<file path="src/rtl/multicycle_control_unit.sv">
// Moore main controller for the multicycle MIPS datapath: sequences each
// instruction through fetch/decode/execute/memory/writeback with memory wait states.
module multicycle_control_unit #(
  parameter int WIDTH = 32
) (
  input  logic             clk,
  input  logic             rst,
  input  logic [WIDTH-1:0] Instr,
  input  logic             Zero,
  input  logic             mem_ready,
  output logic             mem_req,
  output logic             IorD,
  output logic             IRWrite,
  output logic             MemWrite,
  output logic             RegDst,
  output logic             MemtoReg,
  output logic             RegWrite,
  output logic             ALUSrcA,
  output logic             Branch,
  output logic             PCWrite,
  output logic [1:0]       ALUSrcB,
  output logic [1:0]       PCSrc,
  output logic             PCEn,
  output logic [2:0]       ALUControl,
  output logic             illegal,
  output logic [3:0]       state_o,
  output logic [WIDTH-1:0] instr_count
);

  typedef enum logic [3:0] {
    S_FETCH   = 4'd0,
    S_DECODE  = 4'd1,
    S_MEMADR  = 4'd2,
    S_MEMRD   = 4'd3,
    S_MEMWB   = 4'd4,
    S_MEMWR   = 4'd5,
    S_RTEXE   = 4'd6,
    S_ALUWB   = 4'd7,
    S_BRANCH  = 4'd8,
    S_ADDIEXE = 4'd9,
    S_ADDIWB  = 4'd10,
    S_JUMP    = 4'd11
  } state_t;

  localparam logic [5:0] OP_LW   = 6'b100011;
  localparam logic [5:0] OP_SW   = 6'b101011;
  localparam logic [5:0] OP_RTYP = 6'b000000;
  localparam logic [5:0] OP_ADDI = 6'b001000;
  localparam logic [5:0] OP_BEQ  = 6'b000100;
  localparam logic [5:0] OP_J    = 6'b000010;

  state_t           state_q, state_d;
  logic [WIDTH-1:0] instr_count_q, instr_count_d;
  logic [1:0]       alu_op;
  logic [5:0]       opcode, funct;
  logic             opcode_known;
  logic             retire;
  logic             instr_unused;

  assign opcode       = Instr[31:26];
  assign funct        = Instr[5:0];
  assign instr_unused = ^Instr;

  assign opcode_known = (opcode == OP_LW)   || (opcode == OP_SW)  ||
                        (opcode == OP_RTYP) || (opcode == OP_ADDI) ||
                        (opcode == OP_BEQ)  || (opcode == OP_J);

  always_comb begin
    state_d  = state_q;
    mem_req  = 1'b0;
    IorD     = 1'b0;
    IRWrite  = 1'b0;
    MemWrite = 1'b0;
    RegDst   = 1'b0;
    MemtoReg = 1'b0;
    RegWrite = 1'b0;
    ALUSrcA  = 1'b0;
    Branch   = 1'b0;
    PCWrite  = 1'b0;
    ALUSrcB  = 2'b00;
    PCSrc    = 2'b00;
    alu_op   = 2'b00;
    case (state_q)
      S_FETCH: begin
        mem_req = 1'b1;
        ALUSrcB = 2'b01;
        IRWrite = mem_ready;
        PCWrite = mem_ready;
        if (mem_ready) state_d = S_DECODE;
      end
      S_DECODE: begin
        ALUSrcB = 2'b11;
        case (opcode)
          OP_LW, OP_SW: state_d = S_MEMADR;
          OP_RTYP:      state_d = S_RTEXE;
          OP_ADDI:      state_d = S_ADDIEXE;
          OP_BEQ:       state_d = S_BRANCH;
          OP_J:         state_d = S_JUMP;
          default:      state_d = S_FETCH;
        endcase
      end
      S_MEMADR, S_ADDIEXE: begin
        ALUSrcA = 1'b1;
        ALUSrcB = 2'b10;
        if (state_q == S_ADDIEXE)  state_d = S_ADDIWB;
        else if (opcode == OP_LW)  state_d = S_MEMRD;
        else                       state_d = S_MEMWR;
      end
      S_MEMRD: begin
        IorD    = 1'b1;
        mem_req = 1'b1;
        if (mem_ready) state_d = S_MEMWB;
      end
      S_MEMWB: begin
        MemtoReg = 1'b1;
        RegWrite = 1'b1;
        state_d  = S_FETCH;
      end
      S_MEMWR: begin
        // Held for the whole stall so the memory sees a stable write request.
        IorD     = 1'b1;
        MemWrite = 1'b1;
        mem_req  = 1'b1;
        if (mem_ready) state_d = S_FETCH;
      end
      S_RTEXE: begin
        ALUSrcA = 1'b1;
        alu_op  = 2'b10;
        state_d = S_ALUWB;
      end
      S_ALUWB: begin
        RegDst   = 1'b1;
        RegWrite = 1'b1;
        state_d  = S_FETCH;
      end
      S_ADDIWB: begin
        RegWrite = 1'b1;
        state_d  = S_FETCH;
      end
      S_BRANCH: begin
        ALUSrcA = 1'b1;
        alu_op  = 2'b01;
        PCSrc   = 2'b01;
        Branch  = 1'b1;
        state_d = S_FETCH;
      end
      S_JUMP: begin
        PCSrc   = 2'b10;
        PCWrite = 1'b1;
        state_d = S_FETCH;
      end
      default: state_d = S_FETCH;
    endcase
  end

  always_comb begin
    ALUControl = 3'b010;
    case (alu_op)
      2'b00: ALUControl = 3'b010;
      2'b01: ALUControl = 3'b100;
      default: begin
        case (funct)
          6'b100000: ALUControl = 3'b010;
          6'b100010: ALUControl = 3'b100;
          6'b101010: ALUControl = 3'b110;
          6'b011100: ALUControl = 3'b101;
          default:   ALUControl = 3'b010;
        endcase
      end
    endcase
  end

  // An illegal opcode returns to FETCH from DECODE and never counts as retired.
  assign retire = (state_q == S_MEMWB)  || (state_q == S_ALUWB) ||
                  (state_q == S_ADDIWB) || (state_q == S_BRANCH) ||
                  (state_q == S_JUMP)   || ((state_q == S_MEMWR) && mem_ready);

  assign instr_count_d = retire ? instr_count_q + WIDTH'(1) : instr_count_q;

  always_ff @(posedge clk) begin
    if (rst) begin
      state_q       <= S_FETCH;
      instr_count_q <= '0;
    end else begin
      state_q       <= state_d;
      instr_count_q <= instr_count_d;
    end
  end

  assign illegal     = (state_q == S_DECODE) && !opcode_known;
  assign PCEn        = PCWrite | (Branch & Zero);
  assign state_o     = state_q;
  assign instr_count = instr_count_q;

endmodule

</file>
<file path="config.mk">
export PLATFORM = sky130hd
export DESIGN_NAME = multicycle_control_unit
export DESIGN_NICKNAME = d
export VERILOG_FILES = /design/src/rtl/multicycle_control_unit.sv
export SDC_FILE = /design/constraint.sdc
export NUM_CORES = 1
export LEC_CHECK = 0
export CAP_MARGIN = 20
export CORE_AREA = 2 2 60 62
export CTS_CLUSTER_DIAMETER = 150
export DETAILED_ROUTE_END_ITERATION = 8
export DIE_AREA = 0 0 62 64
export DONT_BUFFER_PORTS = 1
export GPL_ROUTABILITY_DRIVEN = 1
export HOLD_SLACK_MARGIN = 0.15
export PLACE_DENSITY = 0.78
export SYNTH_ARGS = -nofsm -noshare
export SYNTH_HDL_FRONTEND = slang
export SYNTH_SLANG_ARGS = --single-unit
</file>
<file path="constraint.sdc">
create_clock -name clk -period 5.4 [get_ports clk]
set_clock_uncertainty 0.2 [all_clocks]
set_input_delay 1.08 -clock clk [delete_from_list [all_inputs] [get_ports clk]]
set_output_delay 1.08 -clock clk [all_outputs]
set_load 0.005 [all_outputs]
</file>
; Word-level counts from Yosys, hierarchy flattened
; Index checks and enable logic that the tools add are counted.
[word_totals]
wordCells = 73
output_inout_bits = 55
input_bits = 36
register_bits = 36
[classes]
eq_ne = 23
mux = 22
addsub = 1
n_reduce_logical = 23
bitwise_logic = 2
[op_table]
columns = cell, count
row1 = 32-bit by 1-bit adder with 32-bit output (second input constant), 1
row2 = 6-bit equality test (second input constant), 4
row3 = 4-bit case mux with 6 select lines, 1
row4 = 4-bit case mux with 5 select lines, 1
row5 = 4-bit by 3-bit equality test with 1-bit output (second input constant), 4
row6 = 4-bit equality test (second input constant), 4
row7 = 4-bit 2-to-1 mux, 4
row8 = 1-bit logical OR, 10
row9 = 1-bit 2-to-1 mux, 9
row10 = 3-bit case mux with 3 select lines, 1
row11 = 4-bit by 2-bit equality test with 1-bit output (second input constant), 2
row12 = 2-bit case mux with 2 select lines, 2
row13 = 6-bit by 2-bit equality test with 1-bit output (second input constant), 1
row14 = 6-bit by 3-bit equality test with 1-bit output (second input constant), 1
row15 = 6-bit by 4-bit equality test with 1-bit output (second input constant), 1
row16 = 6-bit by 5-bit equality test with 1-bit output (second input constant), 1
row17 = 6-bit logical NOT, 1
row18 = 2-bit inequality test (second input constant), 3
row19 = 2-bit case mux with 3 select lines, 1
row20 = 3-bit case mux with 2 select lines, 1
row21 = 2-bit OR reduction, 3
row22 = 3-bit OR reduction, 2
row23 = 4-bit by 1-bit equality test with 1-bit output (second input constant), 1
row24 = 4-bit logical NOT, 1
row25 = 10 further kinds, 11

; Depth between registers and ports, before layout
[depth]
depth_word = 8
depth_mapped = 9
mapped_depth_nobuf = 5

; Least setup slack after synthesis
; Ideal clock, no wire load.
[synth_path]
path_kind = input-to-output
from = input port Instr[1]
to = output port ALUControl[1]
stages = 5
slack_ns = 1.717
arrival_time_ns = 2.403
path_cell_list = nor4bb_1 > a21oi_1 > or4b_2 > a21oi_1 > o21ai_0
[synth_via]
elab_chain_cells = 3
elab_cells_between_ends = 5
[synth_lines]
columns = element, line
row1 = "start, declared", 8  ; input logic [WIDTH-1:0] Instr,
row2 = 6-bit by 5-bit equality test with 1-bit output / 6-bit equality test (equally long branches), 162  ; case (funct)
row3 = 3-bit case mux with 3 select lines (*), 162
row4 = 3-bit case mux with 2 select lines (*), 158  ; case (alu_op)
row5 = "end, declared", 24  ; output logic [2:0] ALUControl,
; Every way passes the cells marked *; elsewhere a longest branch is shown, timed or not.

; Worst setup path after layout
[layout_path]
from = input port Instr[2]
to = output port ALUControl[1]
; The elaborated chain is that of the path after synthesis.

==> results by group <==
STA
  • Tightest Pin Transition: 0.672 ns
  • Endpoints failing hold: 0
  • Period utilization: 0.716
  • Post-route worst setup slack: 1.54 ns
  • FMAX: 0.259 GHz
  • RSZ-0062 raised after global routing: false
  • Fin Setup TNS: 0 ns
  • Setup violators final: 0
  • Hold WS: 0.306 ns
  • Max transition margin: 0.552
  • Slew Limit Fails: 0
  • Post-layout minimum cycle time: 3.86 ns

Clock network
  • Skew-Pair Late Insertion Delay: 0.34 ns
  • H-tree depth: 2
  • Num CTS Buffers: 5
  • Clock sinks: 36
  • Post_cts resized: 0
  • Count of hold-fix buffers inserted at cts: 0
  • Clock transition at path regs: 0.11 ns
  • CTS tree: yes
  • Clk root buf: clkbuf_4
  • Max Root-Sink Buffers: 2
  • Post-CTS Setup Inserts: 0

Logic synthesis
  • Post-synth top cells: dfxtp_1 (36), nor2_1 (29), a21oi_1 (23)
  • Post-synthesis sequential area ratio: 0.349
  • Syn nets: 306
  • Number of synthesized flops with an enable pin: 0
  • Cell area after synthesis: 0.00207 mm^2
  • Count leader, synth: dfxtp_1
  • Netlist cell types: 44
  • Fraction of registers with async set/reset: 0
  • Mapped Avg Cell Area: 7.68 um^2
  • Yosys warnings: 0
  • Main flop type after synthesis: dfxtp_1
  • Synth top area share: 0.349
  • #FFs+latches synth: 36
  • Ranking of synthesized cells by area: dfxtp_1 (35%), xnor2_1 (6.4%), a21oi_1 (5.6%)
  • Post-synth top area cell: dfxtp_1
  • Post-synthesis instance total: 269

Hold path
  • Hold path startpoint: instr_count[31]
  • Worst min path class: register to register

Floorplan
  • I/O pins: 91
  • Die area: 0.00397 mm^2
  • Row cnt: 21
  • Die W: 62 um
  • Initial Utilization: 0.629
  • CORE AREA: 0.00328 mm^2
  • Die height: 64 um

Global route
  • Largest net degree at the start of global routing: 37
  • Total GRT Usage: 0.231
  • First-pass GRT wire length: 7.05 mm
  • Vias in the first global route: 1690
  • Gr ovfl total: 0
  • Initial antenna violation count: 0

Power and ir drop
  • Lkg Pwr: 0.000620 uW
  • Sw Ratio: 0.238
  • Clock power frac: 0.342
  • Worst vdd ir: 0.000160 V
  • Power Density: 211 mW/mm^2
  • P_sw: 106 uW
  • Flop pwr share: 0.610
  • P_int: 338 uW
  • Logic pwr share: 0.049

Route
  • DRT iter0 DRCs: 141
  • DRC Markers: 0
  • DRT Wirelength: 4.39 mm
  • WL/cell: 14.2 um
  • Met2 Routed Length: 1.98 mm
  • Post-Route M1 WL: 2.01 mm
  • DR WL met3: 351 um
  • Post-DRT Antenna Nets: 0
  • Top Metal Used: met4
  • TritonRoute pass-1 iters: 4
  • Vias/cell: 6.17
  • Vias: 1901

Worst setup path
  • Critical Path Start Type: input pin
  • Critical Path AT: 2.58 ns
  • CP Launch Point: Instr[2]
  • Crit end category: output port
  • Data required, critical path: 4.12 ns
  • Kind of critical path: input pin to output port
  • Slowest-stage cell, CP: or4b_2
  • Crit path top cell by count: a21oi_1
  • Worst Path Buf+Inv: 0
  • Cells along the critical path: nor4bb_1 -> a21oi_1 -> or4b_2 -> a21oi_1 -> o21ai_0
  • CP max FO: 2
  • Reg-to-Reg Start: state_o[0]
  • Crit-path max cell delay: 0.61 ns
  • Worst path top cell family by delay: simple AND/OR/NAND/NOR gates

Finish
  • Final nets: 298
  • Diode count: 0
  • Final core occ: 0.641
  • Area Overhead vs Synth: 1.82%
  • Area of the multi-input gates: 0.00122 mm^2
  • # fillers: 328
  • Seq. cell area: 721 um^2
  • Share of post-route cells with drive strength above 1: 0.0534

Placed design
  • Setup WS pre-CTS: 1.55 ns
  • GP Congestion: 0.810
  • # port buffers: 0
  • HPWL after DPL: 3.08 mm

Run
  • # Max-Cap Violations: 0

Outcome
  • Status: complete, no violations
[per-stage QoR]
stage / power [uW] / instances / instance area, um^2
2_1_floorplan: 299 / 269 / 2070
3_3_place_gp: 298 / 300 / 2040
3_5_place_dp: 298 / 300 / 2040
4_1_cts: 449 / 308 / 2100
5_1_grt: 459 / 308 / 2100
6_report: 444 / 308 / 2100
[layer usage]
metal	vias to the layer above	GRT usage
met5	-	0
met3	7	0.0931
li1	955	-
met4	0	0.0824
met1	882	0.293
met2	57	0.346
[final timing paths]
| path | to | slack [ns] | cells past startpoint |
|---|---|---|---|
| max | ALUControl[1] | 1.54 | 5 |
| min | instr_count[31] | 0.31 | 2 |
| max reg2reg | instr_count[24] | 2.25 | 5 |
| min reg2reg | instr_count[31] | 0.31 | 2 |
[cell families (layout without fill, tap and decap cells)]
kind of cell	Yosys count	after routing	share of synthesized area
adder cells (fa/ha/maj)	1	1	0.00605
AND/OR/NAND/NOR	131	131	0.346
flip-flops	36	36	0.349
buffers and inverters	26	19	0.0593
XOR/XNOR	19	19	0.0805
AO/OA/AOI/OAI	56	56	0.159
[state kept, by name (all words and copies together), names as in the netlist]
register     flops
instr_count     32
state_o          4
[power by group through the flow]
stage	logic (uW)	clock network, uW	registers, uW
after CTS	21.6	157	270
after global placement	21.1	0	276
after detailed placement	21.4	0	277
after floorplan	25.6	0	273
final	21.6	152	271
after global routing	24.3	164	271
[layout by cell type, fill, tap and decap left out, types with 12 or more instances in the layout]
cell / instances
nand3_1: 14
a21oi_1: 23
xnor2_1: 15
dfxtp_1: 36
nor4_1: 12
or3_1: 14
nor3_1: 12
nor2_1: 29
nand2_1: 15
o21ai_0: 17
[worst reg2reg max path, stage by stage, from the launching register on]
cell and delay, ns:
dfxtp_1 0.73, nor2b_1 0.19, o32a_1 0.62, or4_1 0.78
or4_1 0.45, a21oi_1 0.14
[cell type report]
| class | count | share of cell area |
|---|---|---|
| Sequential cell | 36 | 0.342 |
| Clock inverter | 2 | 0.00476 |
| Multi-Input combinational cell | 207 | 0.581 |
| Inverter | 11 | 0.0196 |
| Tap cell | 46 | 0.0273 |
| Clock buffer | 6 | 0.0244 |
No activity file was read; power rests on OpenSTA's default activity.
